===== src/rtl/decode_pkg.sv =====
`default_nettype none
// ---------------------------------------------------------------------------
// decode_pkg : multicycle op encoding; MULTDIV_ACCUM_EN adds the MADD family
// Rev 1.0
// ---------------------------------------------------------------------------
package decode_pkg;

`ifdef MULTDIV_ACCUM_EN
  typedef enum logic [2:0] {
    M_MULT, M_MULTU, M_DIV, M_DIVU, M_MADD, M_MADDU, M_MSUB, M_MSUBU
  } multicycle_t;
`else
  typedef enum logic [1:0] {
    M_MULT, M_MULTU, M_DIV, M_DIVU
  } multicycle_t;
`endif

endpackage
`default_nettype wire


===== src/rtl/multdiv_pkg.sv =====
`default_nettype none
// ---------------------------------------------------------------------------
// multdiv_pkg : mult/div sequencer states, defaults and op classification
// Rev 1.0
// ---------------------------------------------------------------------------
package multdiv_pkg;
  import decode_pkg::*;

  localparam int DIV_ITERS_DEF = 32;

  typedef enum logic [2:0] {
    IDLE, MUL, DIV, FIX, DONE
  } mdu_state_t;

  function automatic logic is_div_op(input multicycle_t m);
    return (m == M_DIV) || (m == M_DIVU);
  endfunction

  function automatic logic is_signed_op(input multicycle_t m);
`ifdef MULTDIV_ACCUM_EN
    return (m == M_MULT) || (m == M_DIV) || (m == M_MADD) || (m == M_MSUB);
`else
    return (m == M_MULT) || (m == M_DIV);
`endif
  endfunction

endpackage
`default_nettype wire


===== src/rtl/div_iter.sv =====
`default_nettype none
// ---------------------------------------------------------------------------
// div_iter : restoring radix-2 divider datapath, one quotient bit per step
// Rev 1.0
// ---------------------------------------------------------------------------
module div_iter (
  input  logic        clk,
  input  logic        resetn,
  input  logic        load,
  input  logic        step,
  input  logic [31:0] dividend,
  input  logic [31:0] divisor,
  output logic [31:0] quot,
  output logic [31:0] rem
);

  logic [31:0] dvs_q;
  logic [32:0] partial;
  logic [32:0] trial;

  // partial < 2*divisor always, so bit 32 of the trial is a clean borrow flag
  assign partial = {rem, quot[31]};
  assign trial   = partial - {1'b0, dvs_q};

  always_ff @(posedge clk) begin
    if (!resetn) begin
      quot  <= '0;
      rem   <= '0;
      dvs_q <= '0;
    end else if (load) begin
      quot  <= dividend;
      rem   <= '0;
      dvs_q <= divisor;
    end else if (step) begin
      quot <= {quot[30:0], ~trial[32]};
      rem  <= trial[32] ? partial[31:0] : trial[31:0];
    end
  end

endmodule
`default_nettype wire


===== src/rtl/multdiv_ctrl.sv =====
`default_nettype none
// ---------------------------------------------------------------------------
// multdiv_ctrl : EX-stage multiply/divide sequencer (MULTDIV_ACCUM_EN: MADD/MSUB)
// Rev 1.0
// ---------------------------------------------------------------------------
module multdiv_ctrl
  import decode_pkg::*;
  import multdiv_pkg::*;
#(
  parameter int MUL_LAT   = 3,
  parameter int DIV_ITERS = DIV_ITERS_DEF
) (
  input  logic        clk,
  input  logic        resetn,
  input  logic        start,
  input  logic        flush,
  input  multicycle_t mtype,
  input  logic        is_mul,
  input  logic [31:0] src_a,
  input  logic [31:0] src_b,
  input  logic [31:0] hi_in,
  input  logic [31:0] lo_in,
  output logic        busy,
  output logic        done,
  output logic        hilo_we,
  output logic        gpr_we,
  output logic [31:0] hi_out,
  output logic [31:0] lo_out
);

  localparam int CNT_MAX  = (DIV_ITERS > MUL_LAT) ? DIV_ITERS : MUL_LAT;
  localparam int CNT_W    = $clog2(CNT_MAX + 1);
  localparam int MUL_LAST = (MUL_LAT > 1) ? MUL_LAT - 2 : 0;
  localparam int DIV_LAST = (DIV_ITERS > 0) ? DIV_ITERS - 1 : 0;

  mdu_state_t       state;
  logic [CNT_W-1:0] cnt;
  logic [31:0]      a_q;
  logic [31:0]      b_q;
  multicycle_t      type_q;
  logic             mul_q;

  logic        accept;
  logic        in_idle;
  logic [31:0] op_a;
  logic [31:0] op_b;
  multicycle_t op_type;
  logic        op_mul;
  logic        op_sgn;
  logic        op_acc;
  logic [63:0] ext_a;
  logic [63:0] ext_b;
  logic [63:0] product;
  logic [63:0] mul_res;
  logic        mul_last;
  logic        mul_fin;

  assign in_idle = (state == IDLE);
  assign accept  = start && !flush && in_idle;
  assign busy    = accept || (state inside {MUL, DIV, FIX});

  // With MUL_LAT==1 the product is written straight from the accept cycle,
  // so the multiplier sees the live operands while idle.
  assign op_a    = in_idle ? src_a  : a_q;
  assign op_b    = in_idle ? src_b  : b_q;
  assign op_type = in_idle ? mtype  : type_q;
  assign op_mul  = in_idle ? is_mul : mul_q;
  assign op_sgn  = is_signed_op(op_type);
  assign ext_a   = {{32{op_sgn & op_a[31]}}, op_a};
  assign ext_b   = {{32{op_sgn & op_b[31]}}, op_b};
  assign product = ext_a * ext_b;

`ifdef MULTDIV_ACCUM_EN
  logic [63:0] acc_q;
  logic        op_sub;

  assign op_acc  = op_type inside {M_MADD, M_MADDU, M_MSUB, M_MSUBU};
  assign op_sub  = op_type inside {M_MSUB, M_MSUBU};
  assign mul_res = !op_acc ? product : (op_sub ? acc_q - product : acc_q + product);

  always_ff @(posedge clk) begin
    if (!resetn) begin
      acc_q <= '0;
    end else if (accept) begin
      acc_q <= {hi_in, lo_in};
    end
  end
`else
  logic unused_hilo;

  assign op_acc      = 1'b0;
  assign mul_res     = product;
  assign unused_hilo = ^{hi_in, lo_in};
`endif

  // Accumulating ops spend one extra MUL cycle on the 64-bit add/subtract.
  assign mul_last = op_acc ? (cnt == CNT_W'(MUL_LAT - 1)) : (cnt == CNT_W'(MUL_LAST));
  assign mul_fin  = !flush && (((state == MUL) && mul_last) ||
                    (accept && !is_div_op(mtype) && (MUL_LAT == 1) && !op_acc));

  logic [31:0] dvd_mag;
  logic [31:0] dvs_mag;
  logic [31:0] quot;
  logic [31:0] rem;

  assign dvd_mag = (op_sgn && src_a[31]) ? -src_a : src_a;
  assign dvs_mag = (op_sgn && src_b[31]) ? -src_b : src_b;

  div_iter u_div (
    .clk      (clk),
    .resetn   (resetn),
    .load     (accept && is_div_op(mtype)),
    .step     (state == DIV),
    .dividend (dvd_mag),
    .divisor  (dvs_mag),
    .quot     (quot),
    .rem      (rem)
  );

  logic        sgn_q;
  logic        neg_q;
  logic        neg_r;
  logic        div_zero_q;
  logic [31:0] fix_hi;
  logic [31:0] fix_lo;

  assign sgn_q      = is_signed_op(type_q);
  assign neg_q      = sgn_q && (a_q[31] ^ b_q[31]);
  assign neg_r      = sgn_q && a_q[31];
  assign div_zero_q = (b_q == '0);
  assign fix_lo     = div_zero_q ? 32'hFFFF_FFFF : (neg_q ? -quot : quot);
  assign fix_hi     = div_zero_q ? a_q : (neg_r ? -rem : rem);

  always_ff @(posedge clk) begin
    if (!resetn) begin
      state   <= IDLE;
      cnt     <= '0;
      a_q     <= '0;
      b_q     <= '0;
      type_q  <= M_MULT;
      mul_q   <= 1'b0;
      done    <= 1'b0;
      hilo_we <= 1'b0;
      gpr_we  <= 1'b0;
      hi_out  <= '0;
      lo_out  <= '0;
    end else begin
      done    <= 1'b0;
      hilo_we <= 1'b0;
      gpr_we  <= 1'b0;
      if (flush) begin
        state <= IDLE;
      end else begin
        case (state)
          IDLE: begin
            if (start) begin
              a_q    <= src_a;
              b_q    <= src_b;
              type_q <= mtype;
              mul_q  <= is_mul;
              cnt    <= '0;
              if (is_div_op(mtype)) begin
                state <= (src_b == '0) ? FIX : DIV;
              end else if (mul_fin) begin
                state <= DONE;
              end else begin
                state <= MUL;
              end
            end
          end
          MUL: begin
            if (mul_last) state <= DONE;
            else          cnt   <= cnt + CNT_W'(1);
          end
          DIV: begin
            if (cnt == CNT_W'(DIV_LAST)) state <= FIX;
            else                         cnt   <= cnt + CNT_W'(1);
          end
          FIX:     state <= DONE;
          DONE:    state <= IDLE;
          default: state <= IDLE;
        endcase

        if (mul_fin) begin
          done    <= 1'b1;
          hilo_we <= !op_mul;
          gpr_we  <= op_mul;
          hi_out  <= mul_res[63:32];
          lo_out  <= mul_res[31:0];
        end
        if (state == FIX) begin
          done    <= 1'b1;
          hilo_we <= !mul_q;
          gpr_we  <= mul_q;
          hi_out  <= fix_hi;
          lo_out  <= fix_lo;
        end
      end
    end
  end

endmodule
`default_nettype wire


===== config.mk =====
export PLATFORM = sky130hd
export DESIGN_NAME = multdiv_ctrl
export DESIGN_NICKNAME = d
export VERILOG_FILES = /design/src/rtl/decode_pkg.sv /design/src/rtl/multdiv_pkg.sv /design/src/rtl/div_iter.sv /design/src/rtl/multdiv_ctrl.sv
export SDC_FILE = /design/constraint.sdc
export NUM_CORES = 2
export LEC_CHECK = 0
export ABC_AREA = 1
export BUFFER_PORTS_ARGS = -buffer_cell sky130_fd_sc_hd__buf_2
export CAP_MARGIN = 25
export CORE_AREA = 2 2 299 375
export CTS_CLUSTER_SIZE = 25
export DETAILED_ROUTE_END_ITERATION = 8
export DIE_AREA = 0 0 301 377
export HOLD_SLACK_MARGIN = 0.05
export PLACE_DENSITY_LB_ADDON = 0.12
export SYNTH_ARGS = -nofsm -noshare
export SYNTH_HDL_FRONTEND = slang
export SYNTH_SLANG_ARGS = --single-unit

===== constraint.sdc =====
create_clock -name clk -period 10.4 [get_ports clk]
set_input_delay 2.08 -clock clk [delete_from_list [all_inputs] [get_ports clk]]
set_output_delay 2.08 -clock clk [all_outputs]
set_load 0.1 [all_outputs]

=== Word-level counts from Yosys, hierarchy flattened ===
Cells that the tools add are included.

* Flip-flop bits (word level): 239
* Bits of input ports: 135
* Output and inout port bits: 68
* Word-level logic and storage cells: 106

* Add/subtract/negate cells: 6
* Multipliers: 1
* Eq/ne operators: 14
* Multiplexer cells: 34
* Bitwise gates (word level): 6
* Reductions and logical operators: 31

{| class="wikitable"
|+ Operators with widths
! operator !! count
|-
| $mux 32 || 15
|-
| $neg 32->32 || 4
|-
| $logic_not 32->1 || 2
|-
| $mul 33x33->64 || 1
|-
| $sub 33x32->33 || 1
|-
| $mux 6 || 3
|-
| $pmux 6 s3 || 1
|-
| $mux 3 || 5
|-
| $pmux 3 s4 || 1
|-
| $ne 2x2->1 const B || 5
|-
| $logic_and 1x1->1 || 9
|-
| $eq 2x2->1 const B || 4
|-
| $mux 1 || 8
|-
| $add 6x1->6 const B || 1
|-
| $eq 3x2->1 const B || 2
|-
| $eq 6x1->1 const B || 1
|-
| $eq 6x5->1 const B || 1
|-
| $reduce_and 3->1 || 2
|-
| $reduce_bool 3->1 || 2
|-
| $reduce_and 5->1 || 1
|-
| $logic_not 2->1 || 2
|-
| $logic_or 1x1->1 || 4
|-
| $reduce_bool 2->1 || 2
|-
| $reduce_or 2->1 || 2
|-
| other kinds (8) || 13
|}

=== Longest topological paths before layout ===
* Word-level depth: 8
* Mapped depth: 40
* Depth with buffers taken out: 37

=== Hierarchy ===
A second synthesis with hierarchy kept.

* Cell total of the unflattened synthesis: 7457
* Area total of the unflattened synthesis: 55558.3 µm²

{| class="wikitable"
|+ Modules (own cells, without submodules)
! module !! instances !! cells an instance !! area an instance (µm²)
|-
| multdiv_ctrl || 1 || 6301 || 48753.0
|-
| div_iter || 1 || 1156 || 6805.3
|}

=== Worst setup path before layout ===
No wires, ideal clock.

* Path type: input -> register
* Start point: input port src_a[31]
* End point: register hi_out[22]
* Setup time: 0.122 ns
* Arrival time: 9.011 ns
* Required time: 10.278 ns
* Slack: 1.267 ns
* Stages: 30
* Path buffers: 2
* Path through: nand3_1 > nand2_1 > buf_4 > clkbuf_1 > nand2_1 > nor2_1 > fa_1 > fa_1 > fa_1 > fa_1 > inv_1 > fa_1 > inv_1 > fa_1 > inv_1 > fa_1 > fa_1 > inv_1 > ha_1 > nand2_1 > nor2_1 > inv_1 > nor3_1 > inv_1 > nor4_1 > nand2_1 > nand3_1 > nand2_1 > nand3_1 > a21oi_1

* Word-level cells in the longest chain between the ends: 5

{| class="wikitable"
|+ RTL lines
! what !! RTL line !! text
|-
| start, declared || multdiv_ctrl.sv:19 || <nowiki>input logic [31:0] src_a,</nowiki>
|-
| $mux 32 * || multdiv_ctrl.sv:64 || <nowiki>assign op_a = in_idle ? src_a : a_q;</nowiki>
|-
| $and 1x1->1 || multdiv_ctrl.sv:69 || <nowiki>assign ext_a = {{32{op_sgn & op_a[31]}}, op_a};</nowiki>
|-
| $mul 33x33->64 * || multdiv_ctrl.sv:71 || <nowiki>assign product = ext_a * ext_b;</nowiki>
|-
| $mux 32 * || multdiv_ctrl.sv:184 || <nowiki>if (mul_fin) begin</nowiki>
|-
| $mux 32 * || multdiv_ctrl.sv:191 || <nowiki>if (state == FIX) begin</nowiki>
|-
| end signal, assigned || multdiv_ctrl.sv:188 || <nowiki>hi_out <= mul_res[63:32];</nowiki>
|-
| end signal, assigned || multdiv_ctrl.sv:195 || <nowiki>hi_out <= fix_hi;</nowiki>
|-
| end, declared || multdiv_ctrl.sv:27 || <nowiki>output logic [31:0] hi_out,</nowiki>
|}

Every way passes the cells marked *; elsewhere a longest branch is shown, timed or not. The select of a mux whose other input is x is not followed.
A chain may end at the register's enable or synchronous reset.

=== Final worst setup path ===
* Start point: input port src_a[20]
* End point: register hi_out[12]

* Word-level cells in the longest chain between the ends: 4

{| class="wikitable"
|+ RTL lines
! what !! RTL line
|-
| $mux 32 || multdiv_ctrl.sv:64
|-
| $mul 33x33->64 || multdiv_ctrl.sv:71
|-
| $mux 32 || multdiv_ctrl.sv:184
|-
| $mux 32 || multdiv_ctrl.sv:191
|}

No other way between the ends. The select of a mux whose other input is x is not followed.

==> flow_summary_export.csv <==
group,metric,value,unit
placement,post-dp-hpwl,170,mm
timing,finalCriticalPeriod,9.81,ns
setup_path,worstRegToRegCells,27,
cts,post_cts.repair.setup_buffers,0,
die,core,0.110,mm^2
cts,clock_path_buffers,3,
global_route,overflow,0,
setup_path,cp_data_required_time,10.89,ns
drt,postRouteWirelength,199,mm
drt,drt_iter0_drc,3837,
setup_path,cp.arrival,10.30,ns
final_layout,finalInstanceArea,0.0598,mm^2
flow_run,drv_cap,0,
yosys,synth-main-ff-cell,"dfxtp_1",
yosys,ys_seq_area_frac,0.0870,
die,die_w,301,um
timing,worst_pin_slew,1.12,ns
setup_path,critPathSlowestCell,"o21ai_2",
drt,detail_route.drc_violations,0,
cts,clock-root-buffer,"clkbuf_16",
drt,vias,48671,
outcome,outcome,"finished, final reports clean",
timing,drv_slew,0,
die,start_util,0.499,
die,ios,203,
timing,post-route-period-util,0.943,
final_layout,final_nets,8982,
cts,ctsResizeCount,0,
die,die_h,377,um
die,row_count,136,
setup_path,crit_top_cell,"inv_1",
setup_path,critPathMaxStageDelay,0.80,ns
yosys,syn_inst,7230,
timing,fin_tns_setup,0,ns
cts,clkTransAtPathRegs,0.07,ns
cts,cts-hold-fix-buffers,0,
global_route,antenna_found_initial,7,
drt,wl_per_cell,22.3,um
min_path,hp-class,"reg -> reg",
cts,ctsHtreeMaxLevel,1,
setup_path,path_class,"in -> reg",
cts,cts_sinks,238,
yosys,yosysWarnings,0,
timing,rsz0062_at_grt,"false",
cts,cts_buffers,23,
yosys,ys_ff_latch,238,
min_path,min_delay_path_depth,2,
drt,drt-vias-per-instance,5.45,
global_route,grt_first_pass_wirelength,302,mm
timing,setup_viol,0,
final_layout,syn2layout_area_growth,9.21,%
drt,ant_nets,0,
final_layout,layout-drive-gt1-share,0.0949,
yosys,netlist_area,0.0547,mm^2
placement,placed_cell_area,0.0591,mm^2
global_route,grt_max_degree,114,
setup_path,worstSetupStartpointType,"primary input",
cts,cts_tree,"built",
cts,clkLatencyLatePin,0.58,ns
die,die-area,0.113,mm^2
timing,hold_viol,0,
placement,port_buffers,138,
yosys,yosysUniqueCellTypes,54,
global_route,grtUsageTotal,0.357,
setup_path,path_max_fanout,9,
yosys,synthArstFlopShare,0,
timing,slew_headroom,0.251,
final_layout,final_common_cell,"inv_1",
setup_path,critPathCaptureType,"register",
timing,clock_skew,0.0367,ns
placement,routabilityCongestion,1.00,
drt,firstDrtPassIters,8,
global_route,grt_pass1_vias,50208,
timing,fmax,102,MHz
yosys,avgSynthCellArea,7.57,um^2
final_layout,final_core_util,0.545,
yosys,synth_nets,8741,
final_layout,layout_common_cells,"1,587 x inv_1, 1,511 x nand2_1, 1,126 x fa_1",
yosys,synth_edf_count,0,
## synthesized netlist by cell type (4+ instances only)
library cell  number  area, um^2
a21o_1            10        75.1
a21oi_1          382        1910
a21oi_2           14         123
a31oi_1           14        87.6
buf_1              5        18.8
buf_2            138         691
buf_4              6        45.0
buf_6              7        78.8
clkbuf_1         130         488
clkinv_1           4        15.0
dfxtp_1          238        4760
fa_1            1126       22500
ha_1             250        3130
inv_1           1588        5960
inv_2             34         128
nand2_1         1513        5680
nand2_2           16         100
nand2_4           11         124
nand3_1          260        1300
nand3_2           13         130
nand3b_1          18         135
nand4_1           43         269
nor2_1           767        2880
nor2_2             9        56.3
nor2_4             6        67.6
nor3_1            42         210
nor4_1            24         150
o211ai_1          18         135
o21a_1            12        90.1
o21ai_0          285        1430
o21ai_1           39         195
o21ai_2           37         324
o21bai_1           8        60.1
o22ai_1           42         263
xnor2_1           20         175
xor2_1            69         604
## cells by family (layout without fill, tap and decap cells)
group                    Yosys count  count (layout)  share of synthesized area
AND/OR/NAND/NOR                 2734            2734                      0.205
AO/OA/AOI/OAI                    880             880                     0.0889
adder cells (fa/ha/maj)         1376            1376                      0.469
buffers and inverters           1913            2166                      0.136
XOR/XNOR                          89              89                     0.0142
other                              0               3                          0
flip-flops                       238             238                     0.0870
## path summary, 6_finish.rpt
path | startpoint | end | slack [ns]
min | u_div.dvs_q[4] | u_div.dvs_q[4] | 0.46
min reg2reg | u_div.dvs_q[4] | u_div.dvs_q[4] | 0.46
max reg2reg | state[2] | hi_out[15] | 0.96
max | src_a[20] | hi_out[12] | 0.59
## final cells by class
| type | count | area (um^2) |
|---|---|---|
| clock buffer | 32 | 649 |
| multi-input combinational | 5079 | 42600 |
| inverter | 1626 | 6100 |
| clock inverter | 5 | 61.3 |
| timing repair buffer | 503 | 3750 |
| antenna | 3 | 7.51 |
| fill | 10803 | 50000 |
| tap | 1449 | 1810 |
| sequential | 238 | 4760 |
## sequential cells by signal, indices dropped and copies added, names as in the netlist
signal,flops
hi_out,32
u_div.dvs_q,32
type_q,1
u_div.rem,32
lo_out,32
cnt,6
done,1
u_div.quot,32
gpr_we,1
state,3
b_q,32
mul_q,1
a_q,32
hilo_we,1
## through the flow
step	cells	hold WS (ns)	setup slack (ns)
floorplan	7230	0.418	1.27
global placement	8895	0.430	0.306
detailed placement	8895	0.439	0.192
CTS	8932	0.457	0.771
global route	8933	0.486	0.345
finish	8935	0.455	0.593
## worst max-delay path, delay by kind of cell
kind | cells | cell delay (ns)
AND/OR/NAND/NOR | 5 | 0.81
buffers and inverters | 11 | 1.37
AO/OA/AOI/OAI | 6 | 1.92
adder cells (fa/ha/maj) | 9 | 4.10
## layer usage
layer / vias up / routed length, um / global-route usage / part of all wire
met2: 1744 / 99400 / 0.626 / 0.50
met4: 8 / 12300 / 0.181 / 0.062
li1: 22116 / - / - / -
met1: 24323 / 74400 / 0.430 / 0.37
met3: 480 / 12900 / 0.0447 / 0.065
met5: - / 57 / 0 / 0.00029
Power is left out: the tool's default activity adds up to more than one toggle a clock period on the data nets, which glitch-free logic cannot reach.
